$ cat src/rtl/cwt_pkg.sv
// cwt_pkg
// Shared definitions for the CWT result drain path.
//   tx_state_t      : drain sequencer states (idle, issuing reads, draining)
//   TLAST_PER_*     : selects where the stream packet boundary falls
//   addrWidth()     : BRAM address width for a frame of n*j1 words
//   scaleWidth()    : width of a scale index for j1 scales
package cwt_pkg;

    typedef enum logic [1:0] {
        TX_IDLE  = 2'd0,
        TX_READ  = 2'd1,
        TX_DRAIN = 2'd2
    } tx_state_t;

    localparam int TLAST_PER_FRAME = 0;
    localparam int TLAST_PER_SCALE = 1;

    // Width of an address covering n*j1 words; never narrower than one bit.
    function automatic int addrWidth(input int n, input int j1);
        return (n * j1 > 1) ? $clog2(n * j1) : 1;
    endfunction

    // Width of a scale index for j1 scales; never narrower than one bit.
    function automatic int scaleWidth(input int j1);
        return (j1 > 1) ? $clog2(j1) : 1;
    endfunction

endpackage

$ cat src/rtl/cwt_skid_fifo.sv
// cwt_skid_fifo
// Two-entry FIFO whose head entry is a register, so the stream outputs
// come straight from flops and stay stable while the consumer stalls.
//   clk, rstn   : clock, asynchronous active-low reset
//   i_push      : write i_data this cycle
//   i_pop       : remove the head entry this cycle (ignored when empty)
//   i_data      : entry to write
//   o_data      : head entry
//   o_full      : two entries held
//   o_empty     : no entries held
//   o_count     : number of entries held (0..2)
module cwt_skid_fifo #(
    parameter int WIDTH = 8
) (
    input  logic             clk,
    input  logic             rstn,
    input  logic             i_push,
    input  logic             i_pop,
    input  logic [WIDTH-1:0] i_data,
    output logic [WIDTH-1:0] o_data,
    output logic             o_full,
    output logic             o_empty,
    output logic [1:0]       o_count
);

    logic [WIDTH-1:0] r_head;
    logic [WIDTH-1:0] r_tail;
    logic [1:0]       r_count;
    logic             w_pop;

    assign w_pop = i_pop && (r_count != 2'd0);

    // The head register is the output. The tail only feeds the head when
    // the head leaves while a second entry is waiting, so a stalled head
    // never changes. A push and a pop together are legal even when full.
    always_ff @(posedge clk or negedge rstn) begin
        if (!rstn) begin
            r_head  <= '0;
            r_tail  <= '0;
            r_count <= 2'd0;
        end else begin
            case ({i_push, w_pop})
                2'b10: begin
                    if (r_count == 2'd0) begin
                        r_head  <= i_data;
                        r_count <= 2'd1;
                    end else if (r_count == 2'd1) begin
                        r_tail  <= i_data;
                        r_count <= 2'd2;
                    end
                end
                2'b01: begin
                    if (r_count == 2'd2) begin
                        r_head <= r_tail;
                    end
                    r_count <= r_count - 2'd1;
                end
                2'b11: begin
                    if (r_count == 2'd2) begin
                        r_head <= r_tail;
                        r_tail <= i_data;
                    end else begin
                        r_head <= i_data;
                    end
                end
                default: begin
                end
            endcase
        end
    end

    assign o_data  = r_head;
    assign o_full  = (r_count == 2'd2);
    assign o_empty = (r_count == 2'd0);
    assign o_count = r_count;

endmodule

$ cat src/rtl/cwt_axis_tx.sv
// cwt_axis_tx
// Drains a complete CWT result frame (J1 scales of N coefficients) from
// the result BRAM, reading every word once in address order, and emits it
// as an AXI4-Stream master with full backpressure.
//   clk, rstn          : clock, asynchronous active-low reset
//   start_i            : one-cycle pulse, begin draining a frame (idle only)
//   bram_en_o          : BRAM read enable
//   bram_addr_o        : BRAM read address (0 when not reading)
//   bram_dout_i        : BRAM read data, valid one cycle after bram_en_o
//   m_axis_tdata       : stream data
//   m_axis_tvalid      : stream valid
//   m_axis_tready      : stream ready
//   m_axis_tlast       : last beat of frame or of scale (TLAST_MODE)
//   m_axis_tuser       : scale index of the current beat
//   busy_o             : frame in progress
//   done_o             : one-cycle pulse after the final beat is accepted
module cwt_axis_tx
    import cwt_pkg::*;
#(
    parameter int N          = 1024,
    parameter int J1         = 64,
    parameter int DW         = 32,
    parameter int TLAST_MODE = 0
) (
    input  logic                       clk,
    input  logic                       rstn,
    input  logic                       start_i,
    output logic                       bram_en_o,
    output logic [addrWidth(N,J1)-1:0] bram_addr_o,
    input  logic [DW-1:0]              bram_dout_i,
    output logic [DW-1:0]              m_axis_tdata,
    output logic                       m_axis_tvalid,
    input  logic                       m_axis_tready,
    output logic                       m_axis_tlast,
    output logic [scaleWidth(J1)-1:0]  m_axis_tuser,
    output logic                       busy_o,
    output logic                       done_o
);

    localparam int AW = addrWidth(N, J1);
    localparam int UW = scaleWidth(J1);
    localparam int CW = AW + 1;
    localparam int NW = (N > 1) ? $clog2(N) : 1;
    localparam int FW = DW + 1 + UW;
    localparam logic [CW-1:0] LAST_ADDR  = CW'(N * J1 - 1);
    localparam logic [CW-1:0] SCALE_MASK = CW'(N - 1);

    tx_state_t     r_state;
    logic [CW-1:0] r_rdAddr;
    logic [CW-1:0] r_beatCnt;
    logic          r_inflight;
    logic          r_inflightLast;
    logic [UW-1:0] r_inflightUser;
    logic          r_busy;
    logic          r_done;

    logic          w_pop;
    logic          w_issue;
    logic          w_issueLast;
    logic [UW-1:0] w_issueUser;
    logic          w_finalBeat;
    logic [2:0]    w_occ;
    logic [FW-1:0] w_fifoIn;
    logic [FW-1:0] w_fifoOut;
    logic          w_full;
    logic          w_empty;
    logic [1:0]    w_count;

    // Occupancy counts words already in the FIFO plus the one still coming
    // out of the BRAM. A read is only issued when its word is guaranteed a
    // slot: below two, or at two when a beat leaves this same cycle.
    assign w_pop   = !w_empty && m_axis_tready;
    assign w_occ   = {1'b0, w_count} + {2'b00, r_inflight};
    assign w_issue = (r_state == TX_READ) &&
                     ((w_occ < 3'd2) || ((w_occ == 3'd2) && w_pop));

    assign w_issueUser = UW'(r_rdAddr >> NW);
    assign w_issueLast = (TLAST_MODE == TLAST_PER_SCALE)
                       ? ((r_rdAddr & SCALE_MASK) == SCALE_MASK)
                       : (r_rdAddr == LAST_ADDR);

    assign w_finalBeat = (r_state == TX_DRAIN) && w_pop && (r_beatCnt == LAST_ADDR);

    assign bram_en_o   = w_issue;
    assign bram_addr_o = w_issue ? r_rdAddr[AW-1:0] : '0;

    // Sequencer: reads are issued in READ until the last address goes out,
    // then DRAIN waits for the final beat to be accepted. The beat counter
    // identifies the final handshake independently of the tlast mode.
    always_ff @(posedge clk or negedge rstn) begin
        if (!rstn) begin
            r_state   <= TX_IDLE;
            r_rdAddr  <= '0;
            r_beatCnt <= '0;
            r_busy    <= 1'b0;
            r_done    <= 1'b0;
        end else begin
            r_done <= 1'b0;
            if (w_pop) begin
                r_beatCnt <= r_beatCnt + CW'(1);
            end
            case (r_state)
                TX_IDLE: begin
                    if (start_i) begin
                        r_state   <= TX_READ;
                        r_rdAddr  <= '0;
                        r_beatCnt <= '0;
                        r_busy    <= 1'b1;
                    end
                end
                TX_READ: begin
                    if (w_issue) begin
                        r_rdAddr <= r_rdAddr + CW'(1);
                        if (r_rdAddr == LAST_ADDR) begin
                            r_state <= TX_DRAIN;
                        end
                    end
                end
                TX_DRAIN: begin
                    if (w_finalBeat) begin
                        r_state <= TX_IDLE;
                        r_busy  <= 1'b0;
                        r_done  <= 1'b1;
                    end
                end
                default: begin
                    r_state <= TX_IDLE;
                end
            endcase
        end
    end

    // Sideband for the word in flight travels alongside it so it can be
    // pushed together with the BRAM data one cycle after the read.
    always_ff @(posedge clk or negedge rstn) begin
        if (!rstn) begin
            r_inflight     <= 1'b0;
            r_inflightLast <= 1'b0;
            r_inflightUser <= '0;
        end else begin
            r_inflight     <= w_issue;
            r_inflightLast <= w_issueLast;
            r_inflightUser <= w_issueUser;
        end
    end

    assign w_fifoIn = {bram_dout_i, r_inflightLast, r_inflightUser};

    cwt_skid_fifo #(
        .WIDTH (FW)
    ) u_fifo (
        .clk     (clk),
        .rstn    (rstn),
        .i_push  (r_inflight),
        .i_pop   (w_pop),
        .i_data  (w_fifoIn),
        .o_data  (w_fifoOut),
        .o_full  (w_full),
        .o_empty (w_empty),
        .o_count (w_count)
    );

    assign {m_axis_tdata, m_axis_tlast, m_axis_tuser} = w_fifoOut;
    assign m_axis_tvalid = !w_empty;
    assign busy_o        = r_busy;
    assign done_o        = r_done;

    // A word arriving at a full FIFO with nothing leaving would be lost.
    assert property (@(posedge clk) disable iff (!rstn) !(r_inflight && w_full && !w_pop));

endmodule

$ cat config.mk
export PLATFORM = sky130hd
export DESIGN_NAME = cwt_axis_tx
export DESIGN_NICKNAME = d
export VERILOG_FILES = /design/src/rtl/cwt_pkg.sv /design/src/rtl/cwt_skid_fifo.sv /design/src/rtl/cwt_axis_tx.sv
export SDC_FILE = /design/constraint.sdc
export NUM_CORES = 1
export LEC_CHECK = 0
export CORE_AREA = 4 4 127 129
export CTS_CLUSTER_DIAMETER = 100
export DETAILED_ROUTE_END_ITERATION = 12
export DIE_AREA = 0 0 131 133
export GPL_TIMING_DRIVEN = 0
export PLACE_DENSITY = 0.76
export SYNTH_ARGS = -nofsm -noshare
export SYNTH_HDL_FRONTEND = slang
export SYNTH_HIERARCHICAL = 1
export SYNTH_SLANG_ARGS = --single-unit
$ cat constraint.sdc
create_clock -name clk -period 2.5 [get_ports clk]
set_input_delay 0.75 -clock clk [delete_from_list [all_inputs] [get_ports clk]]
set_output_delay 0.75 -clock clk [all_outputs]
set_load 0.005 [all_outputs]
==> out/results.txt, run 1 <==
Prevailing post-synth register cell: dfrtp_1
Synthesized Nets: 571
Area after DPL: 7120 µm²
Final Hold Violating Endpoints: 0
CTS tree: built
Hold Crit Class: input port to asynchronous set/reset pin
Nets: 726
Grt ovf: 0
Seq/Total Area, Yosys: 53.3%
Non-Filler Instances: 880
Leakage: 3.66 nW
H-tree depth: 4
Antenna diode count: 0
Min Tclk post-route: 2920 ps
VDD IR max: 0.000681 V
RSZ-0062 raised after global routing: true
Failing checks: negative setup slack
Commonest non-fill, non-tap cell in the layout: dfrtp_1
Final Setup Violations: 86
Final Core Density: 56.1%
Initial antenna violation count: 0
Layout area overhead: 42.7%
Tcrit/Tclk final: 117%
Tightest Pin Transition: 556 ps
Status: finished with violations
Filler cells: 1209
Drt initial violations: 348
Vias in the first global route: 4897
Critical path class: flop to output port
Global-route wire length before repair: 24500 µm
Max-slew violation count: 0
Post-Route WL: 15800 µm
Ports: 95
Worst-skew pair later-pin latency: 410 ps
Avg Vias per Cell: 5.38
Seq cells post-synth: 126
Drt drc: 0
Reg-to-Reg End: u_fifo/r_tail[7]
Crit-path max FO: 5
Drt pass-1 iters: 5
Core Area: 15000 µm²
Asr flop ratio synth: 100%
Fmax: 343 MHz
Most frequent cells in the layout: 124 x dfrtp_1, 74 x clkdlybuf4s50_1, 59 x nand2_1
CP Launch Type: flop
Num CTS Buffers: 17
Port Buffers: 94
Root buffer cell: clkbuf_16
CP endpoint kind: output port
Largest net degree at the start of global routing: 96
Rows: 45
# hold bufs at CTS: 0
Pwr/cell area: 1250 nW/µm²
Post-Synthesis Cells: 524
Die ar.: 17400 µm²
Synth cell types: 61
Clk slew on worst S/H paths: 60 ps
Wirelength per Cell: 17.9 µm
CTS sink cnt: 126
Final instance area: 8440 µm²
R2R depth: 14
Initial Util: 39.3%
Final Skew: 7.37 ps
RR Startpoint: u_fifo/o_count[0]
Mean Syn Cell Area: 11.3 µm²
Setup WS post-layout: -418 ps
Worst Path Arrival: 2170 ps
Slew headroom: 62.9%
Post-DP HPWL: 9650 µm
R2r setup slk: -130 ps
Mapped Area: 5910 µm²
Required time of the critical path: 1750 ps
Chip width: 131 µm
Die height: 133 µm
Placed insts: 807
YS warnings: 6
Vias after detailed routing: 4735
Final estimated routing congestion in global placement: 0.826
Max-cap violation count: 0
Overall routing resource usage: 17.6%
CTS Buffer Depth: 2
Share of layout cells above drive strength 1: 28.3%
EDFF count, synth: 0
Final ANT Viol Nets: 0
report_power, final:
part           internal, W  leakage (nW)  switching [W]  total, W
Combinational      0.00273          1.77        0.00217   0.00491
Sequential         0.00271          1.59       0.000460   0.00317
Clock              0.00158         0.296       0.000875   0.00245
how the worst max path moves through the flow:
stage | start | to | slack, ps | cells after the start
CTS | u_fifo/o_count[0] | bram_addr_o[12] | -450 | 9
global route | u_fifo/o_count[0] | bram_addr_o[8] | -480 | 9
floorplan | r_inflight | bram_addr_o[10] | 20 | 8
detailed placement | m_axis_tready | bram_addr_o[14] | -1080 | 7
finish | u_fifo/o_count[0] | bram_addr_o[6] | -420 | 9
global placement | rstn | r_inflight | -4450 | 1
metrics by stage:
step | hold WS (ps) | setup WS [ps] | power, W | setup TNS [ps]
floorplan | 392 | 17.7 | 0.00523 | 0
global placement | 424 | -4450 | 0.00648 | -554810
detailed placement | 435 | -1080 | 0.00667 | -57370
CTS | 218 | -447 | 0.00984 | -7190
global route | 224 | -478 | 0.0112 | -16880
finish | 220 | -418 | 0.0105 | -11350
logic make-up after synthesis:
kind of cell	synth area share, %
buffers and inverters	4.68
xor gates and xnor gates	1.33
DFF	53.3
adders and majority gates	2.33
AOI/OAI and AO/OA	9.82
muxes	14.4
and+or+nand+nor	14.2
critical path: stages, from the launching register on:
cell,delay (ps)
dfrtp_1,420
ha_4,190
inv_4,50
ha_4,190
and4bb_1,220
a21oi_4,190
inv_4,90
buf_8,140
and2_4,150
buf_6,110
sequential cells by signal (all words and copies together), names as in the netlist, 2 cells and up:
signal and cells:
r_inflightUser 6, u_fifo/o_count 2, r_beatCnt 17, r_state 2, r_rdAddr 17, u_fifo/r_tail 39, u_fifo/o_data 39
layer usage:
layer,up-vias,share of wire (%),GRT usage [%]
met3,24,5.6,4.76
met1,2363,42,22.5
met2,177,50,29.1
met4,0,2.0,5.14
met5,-,0,0
li1,2171,-,-
cell type report:
class	instances	area, µm²	share of cell area (%)
Sequential cell	126	3160	37.4
Clock inverter	13	146	1.73
Inverter	17	71.3	0.845
Buffer	25	240	2.85
Clock buffer	19	443	5.25
Tap cell	188	235	2.79
Multi-Input combinational cell	352	2660	31.5
Timing Repair Buffer	140	1490	17.7
synth_stat cells (all sizes together) (2+ instances only):
library cell | instances | share of area (%)
dfrtp | 126 | 53
nand2 | 61 | 3.9
o21ai | 45 | 3.8
mux2i | 41 | 6.9
mux2 | 39 | 7.4
buf | 20 | 3.0
nor2 | 19 | 1.2
inv | 17 | 1.1
a21oi | 15 | 1.3
and2 | 15 | 1.6
nand3 | 12 | 1.1
ha | 11 | 2.3
o31ai | 11 | 1.4
clkbuf | 9 | 0.57
nand4 | 8 | 1.1
or4 | 8 | 1.0
nor3 | 7 | 0.59
xnor2 | 6 | 0.89
a31oi | 4 | 0.42
nor2b | 4 | 0.42
nor3b | 4 | 0.51
and3 | 3 | 0.32
nor4 | 3 | 0.32
or2 | 3 | 0.32
xor2 | 3 | 0.44
a311oi | 2 | 0.30
a31o | 2 | 0.30
a41o | 2 | 0.34
nand2b | 2 | 0.34
o211ai | 2 | 0.25
o21a | 2 | 0.25
o22ai | 2 | 0.32
or3 | 2 | 0.23
what timing repair did:
item                                    CTS  global route
endpoints found under the setup margin   91            90
pin swaps                                 4             6
resized for setup                       127            68
gates cloned                              4             5
buffers inserted                         26            12
hold endpoints to repair                  0             0
No activity file was read; power rests on OpenSTA's default activity.
==> inputs of run 2 (changes only) <==
--- a/config.mk
+++ b/config.mk
@@ -5,8 +5,9 @@
 export SDC_FILE = /design/constraint.sdc
 export NUM_CORES = 1
 export LEC_CHECK = 0
+export CAP_MARGIN = 40
 export CORE_AREA = 4 4 127 129
-export CTS_CLUSTER_DIAMETER = 100
+export CTS_CLUSTER_DIAMETER = 60
 export DETAILED_ROUTE_END_ITERATION = 12
 export DIE_AREA = 0 0 131 133
 export GPL_TIMING_DRIVEN = 0
==> run 2 against run 1 <==
  * The flow still finishes with violations (negative setup slack)
  * Worst hold slack stayed put
  * Count of clock-buffer cells in the layout did not move
  * Via count unchanged
  * Core utilization unchanged
  * Total power unchanged
  * Global-route usage is the same
  * Clock skew is the same
  * Sequential share of layout area unchanged
  * Combinational power hardly changed
  * Sequential power about the same
==> out/results.txt, run 2 (same netlist as run 1, synthesis figures left out) <==
Overall routing resource usage: 17.6% (unchanged)
Most frequent cells in the layout: 124 x dfrtp_1, 74 x clkdlybuf4s50_1, 59 x nand2_1 (unchanged)
Hold Crit Class: input port to asynchronous set/reset pin (unchanged)
VDD IR max: 0.000681 V (unchanged)
Share of layout cells above drive strength 1: 28.3% (unchanged)
Ports: 95 (unchanged)
# hold bufs at CTS: 0 (unchanged)
Area after DPL: 7120 µm² (unchanged)
Multi-input combinational cell area: 2660 µm² (unchanged)
Power Total: 0.0105 W (unchanged)
Drt initial violations: 348 (unchanged)
Placed insts: 807 (unchanged)
Die ar.: 17400 µm² (unchanged)
Final estimated routing congestion in global placement: 0.826 (unchanged)
CTS tree: built (unchanged)
Status: finished with violations (unchanged)
Port Buffers: 94 (unchanged)
Post-Route WL: 15800 µm (unchanged)
Final ANT Viol Nets: 0 (unchanged)
Setup WS post-layout: -418 ps (unchanged)
Max-cap violation count: 0 (unchanged)
Required time of the critical path: 1750 ps (about the same)
Avg Vias per Cell: 5.38 (unchanged)
Clk slew on worst S/H paths: 60 ps (about the same)
Vias in the first global route: 4897 (unchanged)
Drt drc: 0 (unchanged)
Slew headroom: 62.9% (unchanged)
Initial Util: 39.3% (unchanged)
Root buffer cell: clkbuf_16 (unchanged)
H-tree depth: 4 (unchanged)
Die height: 133 µm (unchanged)
Fmax: 343 MHz (unchanged)
Nets: 726 (unchanged)
Antenna diode count: 0 (unchanged)
Final instance area: 8440 µm² (unchanged)
Initial antenna violation count: 0 (unchanged)
Layout area overhead: 42.7% (unchanged)
CP endpoint kind: output port (unchanged)
Worst-skew pair later-pin latency: 410 ps (about the same)
Final Skew: 7.37 ps (unchanged)
Core Area: 15000 µm² (unchanged)
Failing checks: negative setup slack (unchanged)
Filler cells: 1209 (unchanged)
Final Setup Violations: 86 (unchanged)
Vias after detailed routing: 4735 (unchanged)
Commonest non-fill, non-tap cell in the layout: dfrtp_1 (unchanged)
Non-Filler Instances: 880 (unchanged)
Critical path class: flop to output port (unchanged)
RSZ-0062 raised after global routing: true (unchanged)
Tightest Pin Transition: 556 ps (unchanged)
Largest net degree at the start of global routing: 96 (unchanged)
Grt ovf: 0 (unchanged)
Global-route wire length before repair: 24500 µm (unchanged)
Final Hold Violating Endpoints: 0 (unchanged)
Post-DP HPWL: 9650 µm (unchanged)
Leakage: 3.66 nW (unchanged)
CP Launch Type: flop (unchanged)
Chip width: 131 µm (unchanged)
FF+latch area: 3160 µm² (unchanged)
CTS sink cnt: 126 (unchanged)
Crit-path max FO: 5 (unchanged)
Pwr/cell area: 1250 nW/µm² (unchanged)
Pre-CTS WS: -1080 ps (unchanged)
Rows: 45 (unchanged)
Num CTS Buffers: 17 (unchanged)
Min Tclk post-route: 2920 ps (unchanged)
Tcrit/Tclk final: 117% (unchanged)
Setup TNS: -11350 ps (unchanged)
Drt pass-1 iters: 5 (unchanged)
Max-slew violation count: 0 (unchanged)
Worst Path Arrival: 2170 ps (about the same)
CTS Buffer Depth: 2 (unchanged)
Wirelength per Cell: 17.9 µm (unchanged)
run 2: cell counts in the layout (fill, tap and decap cells not counted):
No cell type changed its count.
run 2: repair_timing:
| item | 4_1_cts | 5_1_grt |
|---|---|---|
| gates cloned | 4 | 5 |
| setup buffers | 26 | 12 |
| pin swaps | 4 | 6 |
| setup endpoints to repair | 91 | 90 |
| resized for setup | 127 | 68 |
run 2: path summary, 6_finish.rpt:
kind	from	to	slack, ps	cells past startpoint
max in group asynchronous	rstn	u_fifo/o_count[1]	1500	2
hold / removal	rstn	u_fifo/o_data[34]	220	1
min in group clk	r_rdAddr[13]	r_inflightUser[3]	450	0
setup reg to reg	u_fifo/o_count[0]	u_fifo/r_tail[7]	-130	14
setup / recovery	u_fifo/o_count[0]	bram_addr_o[6]	-420	9
hold reg to reg	r_rdAddr[13]	r_inflightUser[3]	450	0
run 2: layout make-up:
cell class	count	share of cell area, %
timing repair buffer	140	17.7
inverter	17	0.845
clock buffer	19	5.25
tap	188	2.79
clock inverter	13	1.73
multi-input combinational	352	31.5
sequential	126	37.4
buffer	25	2.85
run 2: per-layer routing:
| layer | track usage [%] | wire length, µm | vias up |
|---|---|---|---|
| met2 | 29.1 | 7960 | 177 |
| met1 | 22.5 | 6640 | 2363 |
| met4 | 5.14 | 312 | 0 |
| met5 | 0 | 0 | - |
| met3 | 4.76 | 881 | 24 |
| li1 | - | - | 2171 |
run 2: stage by stage:
| step | utilization, % | hold WS (ps) |
|---|---|---|
| final | 56.1 | 220 |
| after CTS | 53.9 | 218 |
| after detailed placement | 47.4 | 435 |
| after floorplan | - | 392 |
| after global routing | 56.1 | 224 |
| after global placement | 47.2 | 424 |
run 2: report_power, final:
group / internal [W] / total (W) / switching (W)
combinational: 0.00273 / 0.00491 / 0.00217
sequential: 0.00271 / 0.00317 / 0.000460
clock: 0.00158 / 0.00245 / 0.000875
total: 0.00702 / 0.0105 / 0.00351
run 2: worst max-delay path, stage by stage (launching register included):
cell and delay (ps):
dfrtp_1 420, ha_4 190, inv_4 50, ha_4 190, and4bb_1 220, a21oi_4 190, inv_4 90, buf_8 140
and2_4 150, buf_6 110
